--- config.mk ---
export PLATFORM = sky130hd
export DESIGN_NAME = multdiv_ctrl
export DESIGN_NICKNAME = d
export VERILOG_FILES = /design/src/rtl/multdiv_ctrl.sv
export SDC_FILE = /design/constraint.sdc
export NUM_CORES = 1
export LEC_CHECK = 0
export ABC_AREA = 1
export CORE_MARGIN = 4
export CORE_UTILIZATION = 43
export DETAILED_ROUTE_END_ITERATION = 16
export PLACE_DENSITY_LB_ADDON = 0.15
export REMOVE_ABC_BUFFERS = 1
export SYNTH_ARGS = -nofsm -noshare
export SYNTH_HDL_FRONTEND = slang
export SYNTH_SLANG_ARGS = --single-unit
--- constraint.sdc ---
create_clock -name clock -period 2.3 [get_ports clock]
set_clock_uncertainty 0.2 [all_clocks]
set_input_delay 0.46 -clock clock [delete_from_list [all_inputs] [get_ports clock]]
set_output_delay 0.46 -clock clock [all_outputs]
set_load 0.02 [all_outputs]
--- src/rtl/multdiv_ctrl.sv ---
// Execute-stage sequencer for the shared multi-cycle mul/div unit.
// Issues the start strobe, stalls until the result arrives, then writes back once.
module multdiv_ctrl #(
  parameter int WIDTH   = 32,
  parameter int TIMEOUT = 64,
  parameter int MUL_EXC = 4,
  parameter int DIV_EXC = 5
) (
  input  logic             clock,
  input  logic             reset,
  input  logic             insn_valid,
  input  logic [4:0]       opcode,
  input  logic [4:0]       func,
  input  logic [4:0]       rd,
  input  logic             flush,
  input  logic [WIDTH-1:0] md_result,
  input  logic             md_exception,
  input  logic             md_rdy,
  output logic             ctrl_MULT,
  output logic             ctrl_DIV,
  output logic             stall,
  output logic             wb_valid,
  output logic [4:0]       wb_rd,
  output logic [WIDTH-1:0] wb_data,
  output logic             busy
);

  localparam int CW = $clog2(TIMEOUT);
  localparam logic [CW-1:0] CNT_LAST = CW'(TIMEOUT - 1);

  typedef enum logic [1:0] {IDLE, START, WAIT, DONE} state_e;

  state_e          state_q;
  logic            div_q;
  logic [4:0]      rd_q;
  logic [CW-1:0]   cnt_q;

  logic            is_mul;
  logic            is_div;
  logic            hit;
  logic            fin;
  logic            exc_d;
  logic            wb_valid_d;
  logic [4:0]      wb_rd_d;
  logic [WIDTH-1:0] wb_data_d;

  assign is_mul = func == 5'b00110;
  assign is_div = func == 5'b00111;
  assign hit    = insn_valid & (opcode == 5'b00000)
                & (is_mul | is_div) & ~flush;

  assign stall = ((state_q == IDLE) & hit)
               | (state_q == START) | (state_q == WAIT);
  assign busy  = state_q != IDLE;

  // md_rdy wins over a coincident timeout
  assign fin = md_rdy | (cnt_q == CNT_LAST);

  always_comb begin
    exc_d      = md_rdy ? md_exception : 1'b1;
    wb_rd_d    = rd_q;
    wb_data_d  = md_result;
    wb_valid_d = rd_q != 5'd0;
    if (exc_d) begin
      wb_rd_d    = 5'd30;
      wb_data_d  = div_q ? WIDTH'(DIV_EXC) : WIDTH'(MUL_EXC);
      wb_valid_d = 1'b1;
    end
  end

  always_ff @(posedge clock) begin
    if (reset) begin
      state_q   <= IDLE;
      div_q     <= 1'b0;
      rd_q      <= 5'd0;
      cnt_q     <= '0;
      ctrl_MULT <= 1'b0;
      ctrl_DIV  <= 1'b0;
      wb_valid  <= 1'b0;
      wb_rd     <= 5'd0;
      wb_data   <= '0;
    end else begin
      ctrl_MULT <= 1'b0;
      ctrl_DIV  <= 1'b0;
      wb_valid  <= 1'b0;
      wb_rd     <= 5'd0;
      wb_data   <= '0;
      unique case (state_q)
        IDLE: begin
          if (hit) begin
            state_q   <= START;
            div_q     <= is_div;
            rd_q      <= rd;
            ctrl_MULT <= is_mul;
            ctrl_DIV  <= is_div;
          end
        end
        START: begin
          cnt_q   <= '0;
          state_q <= flush ? IDLE : WAIT;
        end
        WAIT: begin
          if (flush) begin
            state_q <= IDLE;
          end else if (fin) begin
            state_q  <= DONE;
            wb_valid <= wb_valid_d;
            wb_rd    <= wb_rd_d;
            wb_data  <= wb_data_d;
          end else if (cnt_q != '1) begin
            cnt_q <= cnt_q + CW'(1);
          end
        end
        DONE: begin
          // same instruction still visible: no re-trigger here
          state_q <= IDLE;
        end
        default: state_q <= IDLE;
      endcase
    end
  end

endmodule

==> flow_metrics.tcl <==
set metrics [dict create \
    powerDensity_mw_per_mm2 548 \
    die_w_um 74.9 \
    min-delay-path-class "flop to flop" \
    n_antenna_cell 0 \
    rsz0062_at_grt "false" \
    synthToLayoutAreaGrowth_pct 57.3 \
    first_iter_violations 50 \
    hold_slack_ns 0.257 \
    cpLargestDelayFamily "buffers and inverters" \
    cellLeakagePower_uw 0.00136 \
    slew_headroom 0.752 \
    num_rows 24 \
    worstPathRequired_ns 1.64 \
    synthArstFlopShare 0 \
    layout-drive-gt1-share 0.110 \
    p_sw_frac 0.187 \
    crit_type "primary input to primary output" \
    grt-ovfl-total 0 \
    dr_total_vias 1661 \
    synth_cell_types 20 \
    worst_path_max_delay_cell "clkdlybuf4s50_1" \
    setup_viol 0 \
    drv_cap 0 \
    comb_power_share 0.075 \
    fmax_ghz 0.459 \
    crit_top_cell "nand2_1" \
    dp_hpwl_mm 3.43 \
    status "completed" \
    path_max_fanout 2 \
    path_buf_inv 2 \
    grt_pass1_vias 1534 \
    drtAntennaViolNets 0 \
    syn-cell-area_mm2 0.00192 \
    cp-start-kind "primary input" \
    gp_congestion 0.703 \
    synth_area_leader_cell "dfxtp_1" \
    finalNonFillerCells 388 \
    path_clk_slew_ns 0.08 \
    multiInputGateArea_um2 603 \
    die-area_mm2 0.00561 \
    crit_chain "clkdlybuf4s50_1, nor2_1, nand2_1, nor2_4, nand2_2, nand2_1, buf_2" \
    nNetsFinal 389 \
    cts_root_buf "clkbuf_8" \
    synth_seq_area_share 0.562 \
    port_buffers 94 \
    register_area_mm2 0.00108 \
    maxSlewViolCount 0 \
    core-area_mm2 0.00435 \
    insertion_delay_ns 0.29 \
    first_pass_iters 4 \
    die_h_um 74.9 \
    clkSinkCount 54 \
    cts_setup_buffers 0 \
    fin_crit_ns 2.18 \
    hold_violations 0 \
    ys_top_cells_by_count "54 x dfxtp_1, 48 x inv_1, 45 x nor2_1" \
    worst_ep_arrival_time_ns 1.52 \
    wl_mm 4.32 \
    synth_flop_cell "dfxtp_1" \
    yosysWarningCount 0 \
    grt_use_total 0.152 \
    cts_tree "yes" \
    yosysMostFrequentCell "dfxtp_1" \
    nFillCells 384 \
    grt_pass1_wl_mm 6.48 \
    viasPerCell 4.28 \
    synth-seq-cells 54 \
    netlist_instances 233 \
    initial_utilization 0.442 \
    grt_max_degree 32 \
    dp.cells 380 \
    peakVddDrop_uv 296 \
    worst_setup_path_end_kind "primary output" \
    cts_made_buffers 5 \
    finalPower_uw 1660 \
    syn_area_per_cell_um2 8.25 \
    antenna_found_initial 0 \
    htree_levels 2 \
    ctsLongestPathBuffers 2 \
    p_int_uw 1350 \
    cpPeakStageDelay_ns 0.42 \
    wl_per_cell_um 11.1 \
    synth_top_area_frac 0.562 \
    power.net_switching_uw 310 \
    seqPwrFrac 0.564 \
    yosys-top-cells-area "dfxtp_1 56%, inv_1 9.4%, nor2_1 8.8%" \
    drc 0 \
    finalSetupTns_ns 0 \
    io_pins 95 \
    finish.utilization 0.695 \
    synth_edf_count 0 \
    tightestPinTransition_ns 0.372 \
    finalCritPeriodShare 0.947 \
    p_clk_frac 0.362 \
]
==> through the flow <==
stage | setup slack (ns) | instance area [um2]
after CTS | 0.0273 | 3030
final | 0.122 | 3020
after global placement | -0.306 | 2920
after global routing | 0.0702 | 3020
after floorplan | 0.575 | 1870
after detailed placement | -0.348 | 2920
==> flip-flops by register name (all words and copies together), names as in the netlist <==
name	flops
wb_data	32
wb_rd	5
wb_valid	1
ctrl_DIV	1
cnt_q	6
state_q	2
ctrl_MULT	1
div_q	1
rd_q	5
==> path summary, 6_finish.rpt <==
| kind | slack [ns] | to | cells past startpoint | startpoint |
|---|---|---|---|---|
| worst min register to register | 0.26 | wb_rd[0] | 2 | rd_q[0] |
| worst min-delay path | 0.26 | wb_rd[0] | 2 | rd_q[0] |
| worst max-delay path | 0.12 | stall | 7 | opcode[0] |
| worst max register to register | 0.74 | cnt_q[2] | 8 | cnt_q[1] |
==> power groups by stage <==
stage | registers, uW | logic, uW | clock network (uW)
floorplan | 956 | 25.5 | 0
global placement | 956 | 121 | 0
detailed placement | 956 | 123 | 0
CTS | 934 | 125 | 622
global route | 934 | 133 | 659
finish | 934 | 124 | 599
==> final cells by class <==
type                       instances  share of cell area
clock buffer                       7              0.0252
tap                               52              0.0215
multi-input combinational        124               0.199
timing repair buffer             100               0.324
clock inverter                     1             0.00993
sequential                        54               0.357
inverter                          50              0.0621
==> what timing repair did <==
| item | in CTS | in global routing |
|---|---|---|
| endpoints found under the setup margin | 1 | 1 |
| gates resized for setup | 4 | 1 |
| hold buffers | 0 | 0 |
==> worst reg2reg max path: cells and delay by family, from the launching register on <==
| family | cells | cell delay [ns] |
|---|---|---|
| flip-flops | 1 | 0.36 |
| AND/OR/NAND/NOR | 6 | 0.57 |
| AO/OA/AOI/OAI | 1 | 0.14 |
| adder cells (fa/ha/maj) | 1 | 0.19 |
==> cells by family after synthesis <==
family	share of synthesized area
buf+inv	0.127
flops	0.562
simple gates	0.260
fa+ha+maj	0.00651
compound gates	0.0449
==> cell usage in the layout, fill, tap and decap left out, types with 3 or more instances in the layout <==
cell / count
a21oi_1: 12
buf_4: 6
clkbuf_8: 5
clkdlybuf4s50_1: 93
dfxtp_1: 54
inv_1: 48
nand2_1: 32
nand2_2: 3
nand3_1: 3
nor2_1: 45
nor2_2: 12
nor2_4: 3
o21ai_0: 4
==> per-layer routing <==
layer  global-route usage  wire, um  up-vias
met5                    0         0        -
met4               0.0593        57        0
met3               0.0427       256        4
met2                0.293      2480       44
met1                0.150      1530      729
li1                     -         -      884
Note: power is estimated with default switching activity, not from simulation.
